==> src/rtl/dsp48_wb_arbiter.sv <==
// Two-master round-robin Wishbone arbiter in front of the DSP48 slave port.
// Optional slave-ack watchdog enabled by defining DSP48_ARB_TIMEOUT_EN.
module dsp48_wb_arbiter #(
  parameter int unsigned TIMEOUT_CYCLES = 255,
  parameter logic [31:0] TIMEOUT_DATA   = 32'hBADC_0FFE
) (
  input  logic        wb_clk_i,
  input  logic        wb_rst_ni,

  input  logic        m0_cyc_i,
  input  logic        m0_stb_i,
  input  logic        m0_we_i,
  input  logic [3:0]  m0_sel_i,
  input  logic [31:0] m0_adr_i,
  input  logic [31:0] m0_dat_i,
  output logic        m0_ack_o,
  output logic [31:0] m0_dat_o,
  output logic        m0_err_o,

  input  logic        m1_cyc_i,
  input  logic        m1_stb_i,
  input  logic        m1_we_i,
  input  logic [3:0]  m1_sel_i,
  input  logic [31:0] m1_adr_i,
  input  logic [31:0] m1_dat_i,
  output logic        m1_ack_o,
  output logic [31:0] m1_dat_o,
  output logic        m1_err_o,

  output logic        s_cyc_o,
  output logic        s_stb_o,
  output logic        s_we_o,
  output logic [3:0]  s_sel_o,
  output logic [31:0] s_adr_o,
  output logic [31:0] s_dat_o,
  input  logic        s_ack_i,
  input  logic [31:0] s_dat_i,

  output logic [1:0]  grant_o,
  output logic        timeout_flag_o,
  input  logic        timeout_clr_i
);

  typedef enum logic [1:0] {StIdle, StOwn0, StOwn1} state_e;

  state_e state;
  logic   last;
  logic   own0, own1;
  logic   own_stb;
  logic   leaving;
  logic   force_ack;
  logic   ack;
  logic [31:0] rdata;

  // Ties go to the master that was not served last; grants persist for the whole CYC.
  always_ff @(posedge wb_clk_i) begin
    if (!wb_rst_ni) begin
      state <= StIdle;
      last  <= 1'b1;
    end else begin
      unique case (state)
        StIdle: begin
          if (m0_cyc_i && (!m1_cyc_i || last)) begin
            state <= StOwn0;
          end else if (m1_cyc_i) begin
            state <= StOwn1;
          end
        end
        StOwn0: begin
          if (!m0_cyc_i) begin
            last  <= 1'b0;
            state <= m1_cyc_i ? StOwn1 : StIdle;
          end
        end
        StOwn1: begin
          if (!m1_cyc_i) begin
            last  <= 1'b1;
            state <= m0_cyc_i ? StOwn0 : StIdle;
          end
        end
        default: state <= StIdle;
      endcase
    end
  end

  assign own0    = (state == StOwn0);
  assign own1    = (state == StOwn1);
  assign own_stb = (own0 & m0_stb_i) | (own1 & m1_stb_i);
  assign leaving = (own0 & ~m0_cyc_i) | (own1 & ~m1_cyc_i);
  assign grant_o = {own1, own0};

  always_comb begin
    s_cyc_o = 1'b0;
    s_stb_o = 1'b0;
    s_we_o  = 1'b0;
    s_sel_o = 4'h0;
    s_adr_o = 32'h0;
    s_dat_o = 32'h0;
    unique case (state)
      StOwn0: begin
        s_cyc_o = m0_cyc_i;
        s_stb_o = m0_stb_i & ~force_ack;
        s_we_o  = m0_we_i;
        s_sel_o = m0_sel_i;
        s_adr_o = m0_adr_i;
        s_dat_o = m0_dat_i;
      end
      StOwn1: begin
        s_cyc_o = m1_cyc_i;
        s_stb_o = m1_stb_i & ~force_ack;
        s_we_o  = m1_we_i;
        s_sel_o = m1_sel_i;
        s_adr_o = m1_adr_i;
        s_dat_o = m1_dat_i;
      end
      default: ;
    endcase
  end

  assign ack      = s_ack_i | force_ack;
  assign rdata    = force_ack ? TIMEOUT_DATA : s_dat_i;
  assign m0_ack_o = own0 & ack;
  assign m1_ack_o = own1 & ack;
  assign m0_dat_o = own0 ? rdata : 32'h0;
  assign m1_dat_o = own1 ? rdata : 32'h0;
  assign m0_err_o = own0 & force_ack;
  assign m1_err_o = own1 & force_ack;

`ifdef DSP48_ARB_TIMEOUT_EN
  localparam logic [15:0] WdLast = 16'(TIMEOUT_CYCLES - 1);

  logic [15:0] wd_count;
  logic        flag;

  // The raw owner strobe is used here so force does not feed back through s_stb_o.
  assign force_ack = (wd_count == WdLast) & own_stb & ~s_ack_i;

  always_ff @(posedge wb_clk_i) begin
    if (!wb_rst_ni) begin
      wd_count <= 16'h0;
      flag     <= 1'b0;
    end else begin
      if (s_ack_i || !own_stb || leaving || force_ack) begin
        wd_count <= 16'h0;
      end else begin
        wd_count <= wd_count + 16'h1;
      end
      if (force_ack) begin
        flag <= 1'b1;
      end else if (timeout_clr_i) begin
        flag <= 1'b0;
      end
    end
  end

  assign timeout_flag_o = flag;
`else
  logic unused_wd;

  assign force_ack      = 1'b0;
  assign timeout_flag_o = 1'b0;
  assign unused_wd      = timeout_clr_i ^ own_stb ^ leaving;
`endif

endmodule

==> config.mk <==
export PLATFORM = sky130hd
export DESIGN_NAME = dsp48_wb_arbiter
export DESIGN_NICKNAME = d
export VERILOG_FILES = /design/src/rtl/dsp48_wb_arbiter.sv
export SDC_FILE = /design/constraint.sdc
export NUM_CORES = 1
export LEC_CHECK = 0
export ABC_AREA = 0
export BUFFER_PORTS_ARGS = -buffer_cell sky130_fd_sc_hd__buf_2
export CORE_AREA = 3 3 124 126
export DETAILED_ROUTE_END_ITERATION = 8
export DIE_AREA = 0 0 127 129
export GPL_ROUTABILITY_DRIVEN = 0
export MAX_ROUTING_LAYER = met4
export PLACE_DENSITY = 0.41
export REMOVE_ABC_BUFFERS = 1
export SLEW_MARGIN = 20
export SYNTH_ARGS = -nofsm -noshare
export SYNTH_HDL_FRONTEND = slang
export SYNTH_SLANG_ARGS = --single-unit
==> constraint.sdc <==
create_clock -name wb_clk_i -period 1.7 [get_ports wb_clk_i]
set_input_delay 0 -clock wb_clk_i [delete_from_list [all_inputs] [get_ports wb_clk_i]]
set_output_delay 0 -clock wb_clk_i [all_outputs]
set_load 0.01 [all_outputs]
Yosys cells after proc, flatten, opt, wreduce, memory -nomap -nowiden
Index checks and enable logic that the tools add are counted.

operators by class
  equality and inequality tests = 5
  multiplexer cells = 18
  bitwise gates (word level) = 2
  reduce and logical (&&, ||, !) cells = 7

operator list
  operator              number
  $pmux W32 S2          2
  $mux W32              2
  $mux W2               5
  $pmux W1 S2           4
  $pmux W4 S2           1
  $pmux W2 S3           1
  $reduce_and A3 Y1     2
  $ne A2 B2 Y1 const B  2
  $mux W1               3
  $ne A3 B3 Y1 const B  1
  $and A1 B1 Y1         2
  $eq A2 B1 Y1 const B  1
  $eq A2 B2 Y1 const B  1
  $logic_not A2 Y1      1
  $reduce_bool A2 Y1    1
  $logic_and A1 B1 Y1   1
  $logic_not A1 Y1      1
  $logic_or A1 B1 Y1    1

storage, ports and cells
  flip-flop bits (word level) = 3
  bits of input ports = 178
  output and inout bits = 142
  logic and storage cells = 34

Longest topological paths before layout
Gate-level depths: netlist of the first run.

  depth after elaboration = 5
  mapped depth = 7
  mapped depth without buffers = 5

Worst setup path after synthesis of the first run
No wires, ideal clock.

  kind = register to register
  start = register state[1]
  end = register state[0]
  library setup time = 0.125 ns
  arrival time = 1.291 ns
  data required time = 1.575 ns
  setup slack = 0.284 ns
  cell stages (with the launch flop) = 8
  path buffers = 2
  clock period less this slack = 1.416 ns
  cell sequence = dfxtp_1 -> inv_1 -> ha_1 -> buf_6 -> buf_6 -> a22oi_2 -> a21boi_2 -> o22ai_1

on the way
  longest elaborated chain between the ends = 3
  elaborated cells on any way between the ends = 8
  those cells by class = eq/ne: 5; mux: 1; reduce/logical: 2

ends and longest elaborated chain
  item                                                           RTL line  text
  start: declaration                                             46        state_e state;
  start signal: assignment                                       58        state <= StIdle;
  start signal: assignment                                       64        state <= StOwn0;
  start signal: assignment                                       66        state <= StOwn1;
  $eq A2 B2 Y1 (tied with other cells)                           61        unique case (state)
  $ne A2 B2 Y1 (no line) / $ne A3 B3 Y1 (equally long branches)  --
  $reduce_and A3 Y1 (no line)                                    --

Several ways; a longest one is shown, not always the timed one.
A chain may end at the register's enable or synchronous reset.

Worst setup path after layout of the first run
  start = register state[0]
  end = output m1_dat_o[0]

on the way
  longest elaborated chain between the ends = 2

ends and longest elaborated chain
  item              RTL line  text
  $eq A2 B2 Y1      87        assign own1 = (state == StOwn1);
  $mux W32          125       assign m1_dat_o = own1 ? rdata : 32'h0;
  end: declaration  27        output logic [31:0] m1_dat_o,

No other way between the ends.

==> results.yml, run 1 <==
synthesis:
  synth_area_um2: 1840
  yosysWarningCount: 0
  syn-instance-count: 276
  yosysSeqAreaShare_pct: 3.26
  synth_top_cell_by_area: "a22oi_1"
  synthMostInstantiatedCell: "nor2b_1"
  synthTopCellsByCount: "nor2b_1 (72), a22oi_1 (70), and2_1 (66)"
  avgSynthCellArea_um2: 6.67
  synth_top_area_share_pct: 28.5
  synth_edf_count: 0
  synth_cell_types: 22
  async_flop_share_pct: 0
  synthFlopType: "dfxtp_1"
  ys_ff_latch: 3
  synthTopCellsByArea: "a22oi_1 (29%), nor2b_1 (24%), and2_1 (22%)"
sta:
  finalSetupViolCount: 0
  tns_ps: 0
  finalWorstSetupSlack_ps: 134
  hold_viol: 0
  post-route-min-period_ps: 1570
  rsz0062_at_grt: "false"
  max_freq_mhz: 638
  fin_crit_sh_pct: 92.1
  slew_viol_final: 0
  skew_ps: 0.401
global_route:
  grt_pass1_vias: 2696
  gr-usage-met3_pct: 1.49
  met1_usage_pct: 13.1
  grt_pass1_wl_mm: 14.1
  top_usage_layer: "met2"
  grt_overflow: 0
  track_usage_pct: 10.5
  antenna_found_initial: 0
  gr-usage-met2_pct: 18.9
  grt_max_degree: 56
power_and_ir_drop:
  peakVddDrop_v: 0.000671
  power.internal_mw: 1.30
  pwr-share-clk_pct: 16.2
  p_leak_nw: 2.05
  p_per_area_nw_per_um2: 610
  p_comb_share_pct: 79.3
  switching_power_uw: 986
  finalPower_mw: 2.29
  seqPwrFrac_pct: 4.5
  swShare_pct: 43.1
place:
  hpwl_mm: 8.43
  place_inst: 750
  io_buffers: 315
  pre_cts_ws_ps: 193
die:
  die_w_um: 127
  rows: 44
  core-area_um2: 14400
  ios: 320
  start_util_pct: 12.8
  die-area_um2: 16400
  die_y_um: 129
finish:
  seqCellArea_um2: 61.3
  multiInputGateArea_um2: 1620
  layout-drive-gt1-share_pct: 59.2
  final_cells: 757
  antenna_cells: 0
  synthToLayoutAreaGrowth_pct: 103
  nFillCells: 1647
  nNetsFinal: 758
  final_util_pct: 26.0
critical_path:
  crit_buf_inv: 4
  cp-end-kind: "primary output"
  path_max_fanout: 26
  worstSetupStartpoint: "state[0]"
  endpoint: "m1_dat_o[0]"
  r2r-start: "state[1]"
  arrival_ps: 1570
  r2r-end: "state[0]"
  start_kind: "flop"
  r2r_slack_ps: 360
  cp.depth: 6
  crit_chain: "inv_2, ha_1, buf_4, buf_6, and2_1, buf_2"
  worstSetupPathType: "flop to primary output"
  slowest_stage: "dfxtp_2"
  cp_top_family: "buffers and inverters"
  crit_required_ps: 1700
  critPathMaxStageDelay_ps: 380
  ff2ff_path_depth: 5
routing:
  drc: 0
  route.final.wire_length_mm: 10.2
  vias: 3074
  first_iter_violations: 173
  via_per_inst: 4.06
  wire_per_inst_um: 13.5
  firstDrtPassIters: 4
  ant_nets: 0
cts:
  clock_path_buffers: 2
  worstSkewPairLatency_ps: 220
  cts_buffers: 3
  cts_tree: "done"
  path_clk_slew_ps: 30
  cts_htree_levels: 1
  hold_buffers: 0
  numClockSinks: 3
  cts_root_buffer: "clkbuf_16"
status:
  outcome: "completed"
hold_path:
  hp-class: "primary input to flop"
run:
  maxCapViolCount: 0
## power by group through the flow
| stage | Clock (mW) | Combinational, mW | Sequential (mW) |
|---|---|---|---|
| 3_3_place_gp | 0 | 1.72 | 0.101 |
| 6_report | 0.370 | 1.81 | 0.102 |
| 3_5_place_dp | 0 | 1.73 | 0.101 |
| 5_1_grt | 0.383 | 1.99 | 0.105 |
| 2_1_floorplan | 0 | 0.944 | 0.0954 |
| 4_1_cts | 0.376 | 1.75 | 0.101 |
## stage by stage
stage	hold WS (ps)	instance area (um^2)
floorplan	76.2	1660
global placement	220	3600
detailed placement	228	3600
CTS	7.25	3680
global route	12.3	3750
finish	9.60	3750
## logic make-up after synthesis
logic type                 count (synthesis)  share of synthesized area [%]
AOI/OAI and AO/OA                         80                           32.5
other                                      1                          0.204
buffers and inverters                     40                           11.2
adders and majority gates                  6                           4.08
DFF                                        3                           3.26
and+or+nand+nor                          146                           48.8
## state kept, by name (all words and copies together) (netlist names)
| signal | cells |
|---|---|
| last | 1 |
| state | 2 |
## cell usage in the layout (no fill, tap or decap), drive strengths merged, types with 2 or more instances in the layout
master	n
a22oi	71
a21oi	3
a21boi	2
nor2	2
conb	3
buf	326
inv	4
o22ai	2
nand2	4
nor2b	72
and2	66
clkbuf	5
dfxtp	3
ha	6
## what timing repair did
action,4_1_cts,5_1_grt
gates cloned,0,1
buffers inserted,0,2
pin swaps,0,1
endpoints found under the setup margin,45,81
gates resized for setup,2,6
## worst min path at each step
stage | start | end | slack (ps) | cells after the start
finish | wb_rst_ni | last | 10 | 2
global route | wb_rst_ni | last | 10 | 2
floorplan | wb_rst_ni | last | 80 | 1
CTS | wb_rst_ni | last | 7 | 2
detailed placement | wb_rst_ni | last | 230 | 2
global placement | wb_rst_ni | last | 220 | 2
## routing by layer
metal	vias up	share of wire [%]
met5	-	0
met2	133	52
met3	4	6.9
met1	1398	41
li1	1539	-
met4	0	0.30
## cell type report
cell class,count,area share [%]
multi-input combinational,235,43.1
tap,184,6.15
clock buffer,4,2.10
inverter,4,0.401
sequential,3,1.64
timing repair buffer,327,46.6
No activity file was read; power rests on OpenSTA's default activity.
==> inputs of run 2 (changes only) <==
--- a/config.mk
+++ b/config.mk
@@ -7,9 +7,10 @@
 export LEC_CHECK = 0
 export ABC_AREA = 0
 export BUFFER_PORTS_ARGS = -buffer_cell sky130_fd_sc_hd__buf_2
-export CORE_AREA = 3 3 124 126
+export CORE_AREA = 3 3 123 125
+export CTS_BUF_LIST = sky130_fd_sc_hd__clkbuf_4
 export DETAILED_ROUTE_END_ITERATION = 8
-export DIE_AREA = 0 0 127 129
+export DIE_AREA = 0 0 126 128
 export GPL_ROUTABILITY_DRIVEN = 0
 export MAX_ROUTING_LAYER = met4
 export PLACE_DENSITY = 0.41
==> constraint.sdc (replaced) <==
create_clock -name wb_clk_i -period 2 [get_ports wb_clk_i]
set_input_delay 0 -clock wb_clk_i [delete_from_list [all_inputs] [get_ports wb_clk_i]]
set_output_delay 0 -clock wb_clk_i [all_outputs]
set_load 0.01 [all_outputs]
==> results.yml, run 2 (synthesized netlist as in run 1, its figures left out) <==
finish:
  nFillCells: 1609
  finalInstanceArea_um2: 3620
  top_regs: "state x2, last x1"
  layout-drive-gt1-share_pct: 58.1
  final_common_cell: "buf_2"
  multiInputGateArea_um2: 1600
  most-common-layout-cells: "buf_2 (315), nor2b_1 (72), a22oi_1 (70), and2_1 (66), buf_4 (5)"
  seqCellArea_um2: 60.1
  nNetsFinal: 756
  synthToLayoutAreaGrowth_pct: 96.7
  largest_reg_flops: 2
  final_cells: 751
  antenna_cells: 0
  regMostFlops: "state"
  final_util_pct: 25.9
routing:
  route.final.wire_length_mm: 10.4
  ant_nets: 0
  firstDrtPassIters: 4
  wire_per_inst_um: 13.9
  drc: 0
  first_iter_violations: 121
  vias: 3128
  via_per_inst: 4.17
die:
  rows: 43
  core-area_um2: 14000
  die-area_um2: 16100
  die_w_um: 126
  start_util_pct: 13.2
  ios: 320
  die_y_um: 128
cts:
  path_clk_slew_ps: 40
  cts_htree_levels: 1
  clock_path_buffers: 2
  worstSkewPairLatency_ps: 250
  cts_tree: "done"
  cts_buffers: 3
  ctsResizeCount: 0
  numClockSinks: 3
  cts_root_buffer: "clkbuf_4"
critical_path:
  cp_top_family: "flip-flops"
  arrival_ps: 1780
  r2r_slack_ps: 470
  r2r-start: "state[1]"
  path_max_fanout: 59
  critPathMaxStageDelay_ps: 450
  slowest_stage: "dfxtp_1"
  crit_buf_inv: 3
  cp-end-kind: "primary output"
  worstSetupPathType: "flop to primary output"
  start_kind: "flop"
  r2r-end: "last"
  crit_required_ps: 2000
  ff2ff_path_depth: 6
  crit_chain: "inv_1, ha_2, buf_12, a22oi_1, nor2b_1, buf_2"
place:
  io_buffers: 315
  hpwl_mm: 8.65
  placed_cell_area_um2: 3570
  place_inst: 745
global_route:
  antenna_found_initial: 0
  met1_usage_pct: 14.0
  grt_pass1_vias: 2974
  grt_overflow: 0
  grt_pass1_wl_mm: 15.4
  grt_max_degree: 60
  track_usage_pct: 11.6
  top_usage_layer: "met2"
  gr-usage-met3_pct: 1.63
  gr-usage-met2_pct: 20.9
run:
  maxCapViolCount: 0
hold_path:
  hp-class: "primary input to flop"
  hold_path_end: "state[0]"
  min_delay_path_depth: 3
  worstHoldStart: "m0_cyc_i"
sta:
  max_freq_mhz: 563
  slew_viol_final: 0
  hold_viol: 0
  rsz0062_at_grt: "false"
  fin_crit_sh_pct: 88.8
  tns_ps: 0
  finalSetupViolCount: 0
  post-route-min-period_ps: 1780
  skew_ps: 7.24
power_and_ir_drop:
  p_per_area_nw_per_um2: 462
  peakVddDrop_v: 0.000273
  finalPower_mw: 1.67
  p_leak_nw: 2.01
status:
  outcome: "completed"
run 2: timing repair:
action / CTS / global route
hold buffers: 1 / 0
hold endpoints to repair: 1 / 0
endpoints found under the setup margin: 0 / 3
setup buffers: 0 / 1
run 2: through the flow:
stage                     hold WS, ps  worst slack, ps
final                            97.1              225
after CTS                        86.4              145
after floorplan                  76.2             -785
after detailed placement          224              352
after global placement            237              342
after global routing              105             89.6
run 2: worst max path at each step:
| stage | start | endpoint | slack (ps) | depth (start not counted) |
|---|---|---|---|---|
| global placement | state[1] | last | 340 | 6 |
| detailed placement | state[1] | last | 350 | 6 |
| CTS | state[1] | s_stb_o | 140 | 6 |
| finish | state[0] | s_adr_o[5] | 220 | 6 |
| floorplan | state[1] | state[0] | -780 | 5 |
| global route | state[1] | s_adr_o[13] | 90 | 6 |
run 2: per-layer routing:
layer	share of wire (%)	up-vias
li1	-	1531
met1	39	1450
met2	54	138
met3	5.9	9
met4	0.69	0
met5	0	-
run 2: worst reg2reg max path: stages, from the launching register on:
cell	delay (ps)
dfxtp_1	350
inv_1	150
ha_4	300
buf_4	300
nand2b_1	90
a21oi_1	140
o21ai_0	90
run 2: power breakdown:
| part | switching (mW) | internal (mW) | leakage (nW) |
|---|---|---|---|
| Sequential | 0.0148 | 0.0707 | 0.0247 |
| Clock | 0.0389 | 0.0888 | 0.0184 |
| Combinational | 0.754 | 0.706 | 1.96 |
run 2: layout make-up:
cell class / instances / share of cell area (%)
flip-flops and latches: 3 / 1.66
multi-input cells: 235 / 44.1
repair buffers: 325 / 46.8
clock buffers: 4 / 0.829
inverters: 4 / 0.414
well taps: 180 / 6.22
